--- src/rtl/acs_ctrl.sv ---
// acs_ctrl: per-symbol segment sequencer for the Viterbi ACS unit.
// Optional build macro ACSCTRL_BACKTOBACK_EN lets the next symbol be accepted during the Hold cycle.
module acs_ctrl #(
  parameter int WD_FSM = 6,
  parameter int NSEG   = 64
) (
  input  logic              Clock1,
  input  logic              Reset,
  input  logic              SymValid,
  output logic              SymReady,
  input  logic              FrameStart,
  input  logic              Stall,
  output logic              Active,
  output logic              Init,
  output logic              CompareStart,
  output logic              Hold,
  output logic [WD_FSM-1:0] ACSSegment,
  output logic              SymDone,
  output logic              Busy
);

  localparam logic [1:0] S_IDLE = 2'd0;
  localparam logic [1:0] S_RUN  = 2'd1;
  localparam logic [1:0] S_HOLD = 2'd2;

  // The pointer is one bit wider than the segment so it can reach NSEG.
  localparam logic [WD_FSM:0] LAST_NXT = (WD_FSM + 1)'(NSEG);
  localparam logic [WD_FSM:0] ONE_NXT  = (WD_FSM + 1)'(1);

  logic [1:0]        r_state;
  logic [WD_FSM:0]   r_nxt;
  logic              r_frame;
  logic              r_active;
  logic              r_init;
  logic              r_cstart;
  logic              r_hold;
  logic              r_done;
  logic              r_busy;
  logic [WD_FSM-1:0] r_seg;
  logic              w_accept;

`ifdef ACSCTRL_BACKTOBACK_EN
  assign SymReady = ((r_state == S_IDLE) | (r_state == S_HOLD)) & ~Stall & Reset;
`else
  assign SymReady = (r_state == S_IDLE) & ~Stall & Reset;
`endif

  assign w_accept = SymValid & SymReady;

  always_ff @(posedge Clock1 or negedge Reset) begin
    if (!Reset) begin
      r_state  <= S_IDLE;
      r_nxt    <= '0;
      r_frame  <= 1'b0;
      r_active <= 1'b0;
      r_init   <= 1'b0;
      r_cstart <= 1'b0;
      r_hold   <= 1'b0;
      r_done   <= 1'b0;
      r_busy   <= 1'b0;
      r_seg    <= '0;
    end else begin
      // NOTE: non-blocking throughout, so every branch below sees pre-edge state; strobes default low.
      r_active <= 1'b0;
      r_init   <= 1'b0;
      r_cstart <= 1'b0;
      r_hold   <= 1'b0;
      r_done   <= 1'b0;
      case (r_state)
        S_IDLE: begin
          if (w_accept) begin
            r_state  <= S_RUN;
            r_busy   <= 1'b1;
            r_frame  <= FrameStart;
            r_seg    <= '0;
            r_active <= 1'b1;
            r_cstart <= 1'b1;
            r_init   <= FrameStart;
            r_nxt    <= ONE_NXT;
          end
        end
        S_RUN: begin
          if (!Stall) begin
            if (r_nxt == LAST_NXT) begin
              r_state <= S_HOLD;
              r_hold  <= 1'b1;
              r_done  <= 1'b1;
            end else begin
              r_seg    <= r_nxt[WD_FSM-1:0];
              r_active <= 1'b1;
              r_init   <= r_frame;
              r_nxt    <= r_nxt + ONE_NXT;
            end
          end
        end
        S_HOLD: begin
`ifdef ACSCTRL_BACKTOBACK_EN
          if (w_accept) begin
            r_state  <= S_RUN;
            r_busy   <= 1'b1;
            r_frame  <= FrameStart;
            r_seg    <= '0;
            r_active <= 1'b1;
            r_cstart <= 1'b1;
            r_init   <= FrameStart;
            r_nxt    <= ONE_NXT;
          end else
`endif
          begin
            r_state <= S_IDLE;
            r_busy  <= 1'b0;
            r_frame <= 1'b0;
          end
        end
        default: begin
          r_state <= S_IDLE;
          r_busy  <= 1'b0;
        end
      endcase
    end
  end

  assign Active       = r_active;
  assign Init         = r_init;
  assign CompareStart = r_cstart;
  assign Hold         = r_hold;
  assign SymDone      = r_done;
  assign Busy         = r_busy;
  assign ACSSegment   = r_seg;

endmodule

--- config.mk ---
export PLATFORM = sky130hd
export DESIGN_NAME = acs_ctrl
export DESIGN_NICKNAME = d
export VERILOG_FILES = /design/src/rtl/acs_ctrl.sv
export SDC_FILE = /design/constraint.sdc
export NUM_CORES = 1
export LEC_CHECK = 0
export BUFFER_PORTS_ARGS = -buffer_cell sky130_fd_sc_hd__buf_2
export CORE_UTILIZATION = 47
export CTS_CLUSTER_SIZE = 30
export DETAILED_ROUTE_END_ITERATION = 6
export PLACE_DENSITY_LB_ADDON = 0.2
export SYNTH_ARGS = -nofsm -noshare
export SYNTH_HDL_FRONTEND = slang
export SYNTH_SLANG_ARGS = --single-unit
--- constraint.sdc ---
create_clock -name Clock1 -period 1.4 [get_ports Clock1]
set_input_delay 0.21 -clock Clock1 [delete_from_list [all_inputs] [get_ports Clock1]]
set_output_delay 0.21 -clock Clock1 [all_outputs]
set_load 0.05 [all_outputs]
==> results.yml, run 1 <==
timing:
  setup_viol_count_final: 18
  setup_slack_ns: -0.191
  maxSlewViolCount: 0
  maxSlewHeadroom_pct: 79.0
  hold_viol_final: 0
  fin_skew_ns: 0.00887
  finalCritPeriodShare_pct: 114
  rsz0062_at_grt: "true"
  tns_ns: -2.34
  worst_pin_slew_ns: 0.314
  fin_crit_ns: 1.59
  fmax_mhz: 629
pwr:
  power.total_uw: 2730
  p_leak_uw: 0.000714
  powerDensity_nw_per_um2: 1960
  p_sw_share_pct: 44.0
  clkPwrFrac_pct: 10.4
  p_int_uw: 1530
  power_switching_uw: 1200
  ir_drop_v: 0.00147
  seq_power_share_pct: 34.1
  combPwrFrac_pct: 55.5
global_route:
  grt_max_degree: 22
  antenna_found_initial: 0
  track_usage_pct: 23.1
  grt_pass1_wl_mm: 3.39
  overflow: 0
  grt_pass1_vias: 778
drt:
  drtIter0Drc: 15
  post-route-drc-count: 0
  post_drt_wl_per_cell_um: 15.4
  ant_nets: 0
  drt_wl_total_mm: 2.40
  via_per_inst: 5.36
  dr.pass1.iters: 4
  vias: 836
synth:
  synth.area.top_cells: "dfrtp_1 (56%), a22o_1 (5.6%), a31oi_1 (3.3%)"
  synth_area_um2: 937
  netlist_instances: 82
  yosys_warnings: 0
  ys_types: 26
  yosysTopAreaCell: "dfrtp_1"
  yosysSeqAreaShare_pct: 56.1
  synth_top_cell_area_share_pct: 56.1
  ys_ff_latch: 21
  syn_nets: 89
  syn_avg_cell_area_um2: 11.4
critical_path:
  endpoint_kind: "flip-flop"
  r2r_slack_ns: -0.19
  crit_path_max_fanout: 5
  worst_setup_path_start_kind: "flip-flop"
  crit_type: "flip-flop to flip-flop"
  ff2ff_path_depth: 5
  required_ns: 1.62
  cp.arrival_ns: 1.81
  crit_start: "r_state[1]"
  rr_startpoint: "r_state[1]"
  worstReg2RegEnd: "r_nxt[6]"
place:
  dp_hpwl_mm: 1.54
  dp.cells: 146
  gp_congestion: 0.802
  dp_slack_ns: -0.115
  dpl_cell_area_um2: 1230
  portBuffers: 17
layout:
  finalNetCount: 139
  antennaDiodeCount: 0
  layout-drive-gt1-share_pct: 48.9
  area_growth_syn_to_layout_pct: 48.6
  layout.cells.non_filler: 156
  post-route-cell-area_um2: 1390
clocking:
  cts.root.buffer_cell: "clkbuf_4"
  clk-insertion-delay-late_ns: 0.30
  cts_tree: "done"
  cts_made_buffers: 3
  cts.htree.levels: 1
  clkSlewWorstSetupHoldPaths_ns: 0.11
  cts_buffer_depth: 2
  cts_sinks: 21
status:
  status: "finished, violations left"
  violations: "negative setup slack"
floorplanning:
  core_area_um2: 1800
  design.die.area_um2: 2180
  dieWidth_um: 46.7
  io_pins: 18
  start_util_pct: 52.0
  row_count: 15
  die_y_um: 46.7
min_path:
  min_to: "Init"
  hold_depth: 2
  hold_path_class: "primary input to flip-flop"
  min_from: "FrameStart"
run:
  max-cap-violations: 0
==> layout by cell type, fill, tap and decap left out, drive strengths merged <==
cell and instances:
dlygate4sd3 1, or3b 1, a21oi 5, buf 48
nor2 6, nand3 2, mux2i 1, or3 3
nand4 1, ha 2, inv 6, o31ai 1
and3 2, nor3 2, nor4b 1, dfrtp 21
a22o 6, o21ai 3, a31oi 5, clkbuf 4
a41oi 3, nand2 7
==> area by class of cell <==
type / instances / area (um2)
Clock buffer: 4 / 26.3
Tap cell: 25 / 31.3
Inverter: 6 / 25.0
Multi-Input combinational cell: 51 / 417
Sequential cell: 21 / 526
Timing Repair Buffer: 49 / 368
Fill cell: 127 / 409
==> registers in the layout, summed over array words and instances (netlist names) <==
name	cells
ACSSegment	6
Active	1
Busy	1
CompareStart	1
Init	1
SymDone	1
r_frame	1
r_nxt	7
r_state	2
==> power groups by stage <==
| stage | clock [uW] | combinational, uW | sequential (uW) |
|---|---|---|---|
| floorplan | 0 | 450 | 1280 |
| global placement | 0 | 1280 | 924 |
| finish | 283 | 1510 | 932 |
| global route | 321 | 1610 | 959 |
| CTS | 287 | 1410 | 928 |
| detailed placement | 0 | 1300 | 939 |
==> through the flow <==
stage | hold slack (ns) | util (%)
after global placement | 0.235 | 68.1
after floorplan | -0.0856 | -
after global routing | 0.148 | 77.3
final | 0.177 | 77.3
after detailed placement | 0.225 | 68.1
after CTS | 0.156 | 73.9
==> critical path: stages, from the launching register on <==
cell	delay [ns]
dfrtp_1	0.41
or3b_4	0.42
a41oi_4	0.22
buf_6	0.16
a41oi_2	0.11
a31oi_1	0.19
==> cells in the mapped netlist <==
master and instances:
dfrtp_1 21, nand2_1 7, a22o_1 6, a31oi_1 5, inv_1 5, nor2_1 5, a21oi_1 3, o21ai_0 3
or3_1 3, a21oi_2 2, a41oi_1 2, and3_1 2, buf_6 2, ha_1 2, nand3_1 2, nor3_1 2
a41oi_4 1, buf_2 1, buf_4 1, inv_2 1, mux2i_1 1, nand4_1 1, nor2_2 1, nor4b_2 1
o31ai_1 1, or3b_4 1
==> what timing repair did <==
action | in CTS | in global routing
hold endpoints to repair | 21 | 0
setup endpoints to repair | 17 | 17
setup buffers | 1 | 4
hold buffers | 1 | 0
resized for setup | 14 | 7
pin swaps | 8 | 3
==> metal layers <==
metal / vias to the layer above / GRT usage [%] / share of wire (%)
met3: 2 / 4.31 / 3.0
met4: 0 / 14.3 / 0.58
met5: - / 0 / 0
li1: 395 / - / -
met2: 21 / 36.1 / 53
met1: 418 / 29.0 / 43
==> how the worst max path moves through the flow <==
stage	end	cells after the start
global route	r_nxt[6]	5
CTS	SymReady	3
detailed placement	r_nxt[4]	6
global placement	r_nxt[6]	6
finish	r_nxt[6]	5
floorplan	ACSSegment[0]	6
==> kinds of logic (layout without fill, tap and decap cells) <==
logic type,count (synthesis),in the layout,synth area share (%)
simple gates,25,25,14.4
mux,1,1,1.07
buf+inv,10,59,6.14
compound gates,23,23,19.6
fa+ha+maj,2,2,2.67
flops,21,21,56.1
Note: power is estimated with default switching activity, not from simulation.
==> run 2, diff against run 1 <==
- ABC_AREA: not set -> 1
- CORE_UTILIZATION: 47 -> 48
==> results.yml, run 2 <==
clocking:
  clkSlewWorstSetupHoldPaths_ns: 0.12
  cts_made_buffers: 3
  cts_buffer_depth: 2
  cts_tree: "done"
  cts.htree.levels: 1
  clk-insertion-delay-late_ns: 0.31
  cts.root.buffer_cell: "clkbuf_4"
  cts_sinks: 21
pwr:
  ir_drop_v: 0.000953
  p_leak_uw: 0.000641
  powerDensity_nw_per_um2: 1650
  power.total_uw: 2210
timing:
  setup_viol_count_final: 1
  setup_slack_ns: -0.0440
  fin_crit_ns: 1.44
  maxSlewHeadroom_pct: 82.9
  rsz0062_at_grt: "true"
  fmax_mhz: 693
  fin_skew_ns: 0.00475
  maxSlewViolCount: 0
  worst_pin_slew_ns: 0.257
  hold_viol_final: 0
  tns_ns: -0.0440
  finalCritPeriodShare_pct: 103
floorplanning:
  row_count: 16
  io_pins: 18
  start_util_pct: 52.3
  design.die.area_um2: 2370
  dieWidth_um: 48.7
  die_y_um: 48.7
  core_area_um2: 2000
synth:
  synth_common_cells: "nand2_1 (24), dfrtp_1 (21), nand3_1 (11), inv_1 (8), nand2_2 (7)"
  netlist_instances: 113
  synth-edff-count: 0
  synthFlopType: "dfrtp_1"
  synth_area_um2: 1050
  yosysMostFrequentCell: "nand2_1"
  syn_nets: 120
  yosysTopAreaCell: "dfrtp_1"
  ys_types: 25
  synth.area.top_cells: "dfrtp_1 (50%), nand2_1 (8.6%), nand3_1 (5.3%)"
  yosysSeqAreaShare_pct: 50.2
  ys_ff_latch: 21
  synth-async-reset-ratio_pct: 100
  yosys_warnings: 0
  synth_top_cell_area_share_pct: 50.2
  syn_avg_cell_area_um2: 9.27
place:
  dp_hpwl_mm: 1.31
  gp_congestion: 0.810
  dp_slack_ns: -0.00253
  portBuffers: 17
layout:
  finalNetCount: 149
  largest_reg_flops: 7
  final_cell_mix: "nand2_1 (23), dfrtp_1 (20), buf_2 (16), nand3_1 (10), buf_4 (8)"
  layout-drive-gt1-share_pct: 44.0
  area_growth_syn_to_layout_pct: 28.3
  antennaDiodeCount: 0
  largest_register: "r_nxt"
  mostFrequentLayoutCell: "nand2_1"
critical_path:
  cp.arrival_ns: 1.23
  worstPathCellList: "nor4_4 -> buf_6"
  worst_setup_path_start_kind: "flip-flop"
  cp_top_family: "flip-flops"
  required_ns: 1.19
  cp_slowest_cell: "dfrtp_1"
  endpoint_kind: "output port"
  crit_path_max_fanout: 3
  crit_buf_inv: 1
  critPathMaxStageDelay_ns: 0.45
  crit_type: "flip-flop to output port"
drt:
  dr.pass1.iters: 5
  post_drt_wl_per_cell_um: 12.8
  ant_nets: 0
  drtIter0Drc: 14
  via_per_inst: 5.11
  post-route-drc-count: 0
  vias: 859
  drt_wl_total_mm: 2.16
global_route:
  grt_max_degree: 22
  grt_pass1_vias: 712
  track_usage_pct: 17.1
  antenna_found_initial: 0
  grt_pass1_wl_mm: 3.16
  overflow: 0
run:
  max-cap-violations: 0
status:
  status: "finished, violations left"
  violations: "negative setup slack"
min_path:
  hold_path_class: "primary input to flip-flop"
==> run 2: worst paths after layout <==
| path | start | to | slack (ns) | depth (start not counted) |
|---|---|---|---|---|
| hold reg to reg | Busy | Busy | 0.49 | 2 |
| setup / recovery | r_state[1] | SymReady | -0.04 | 2 |
| min in group asynchronous | Reset | CompareStart | 0.42 | 3 |
| hold / removal | FrameStart | Init | 0.11 | 3 |
| setup reg to reg | r_nxt[0] | r_nxt[0] | 0.01 | 9 |
| max in group asynchronous | Reset | r_state[0] | 0.75 | 3 |
==> run 2: final cells by class <==
| cell class | instances | area, um2 |
|---|---|---|
| fill | 156 | 658 |
| sequential | 21 | 527 |
| multi-input combinational | 77 | 510 |
| timing repair buffer | 27 | 173 |
| inverter | 11 | 53.8 |
| tap | 27 | 33.8 |
| clock buffer | 3 | 22.5 |
| timing repair inverter | 1 | 16.3 |
| clock inverter | 1 | 7.51 |
==> run 2: cells by family after synthesis <==
kind of cell	Yosys count	share of synthesized area (%)
simple gates	59	28.1
flops	21	50.2
buf+inv	16	9.92
compound gates	15	9.44
fa+ha+maj	2	2.39
==> run 2: worst min-delay path, cell delays in order <==
cell and delay, ns:
buf_2 0.08, nand2_1 0.05, o21ai_0 0.06
==> run 2: where the power goes <==
group          switching (uW)  leakage (uW)  internal [uW]  total (uW)
Sequential                100      0.000273            748         848
Clock                     195     0.0000139            109         304
Combinational             698      0.000354            360        1060
==> run 2: per-layer routing <==
metal | part of all wire [%] | track usage [%] | routed length (um) | vias up
met2 | 47 | 27.1 | 1010 | 30
met5 | 0 | 0 | 0 | -
met1 | 46 | 24.9 | 995 | 398
met3 | 4.7 | 1.89 | 102 | 4
li1 | - | - | - | 427
met4 | 2.5 | 4.41 | 53 | 0
==> run 2: repair_timing <==
action                     CTS  global route
gates resized for setup      4            20
hold endpoints to repair    21             0
gates cloned                 1             1
setup endpoints to repair    7            15
pin swaps                    1             4
setup buffers                0             1
hold buffers                 1             0
==> run 2: metrics by stage <==
step	area (um2)	util, %	hold WS [ns]	cells
floorplan	1060	-	-0.0856	113
global placement	1180	59.1	0.206	160
detailed placement	1180	59.1	0.211	160
CTS	1240	61.9	0.121	166
global route	1340	67.1	0.139	168
finish	1340	67.1	0.115	168
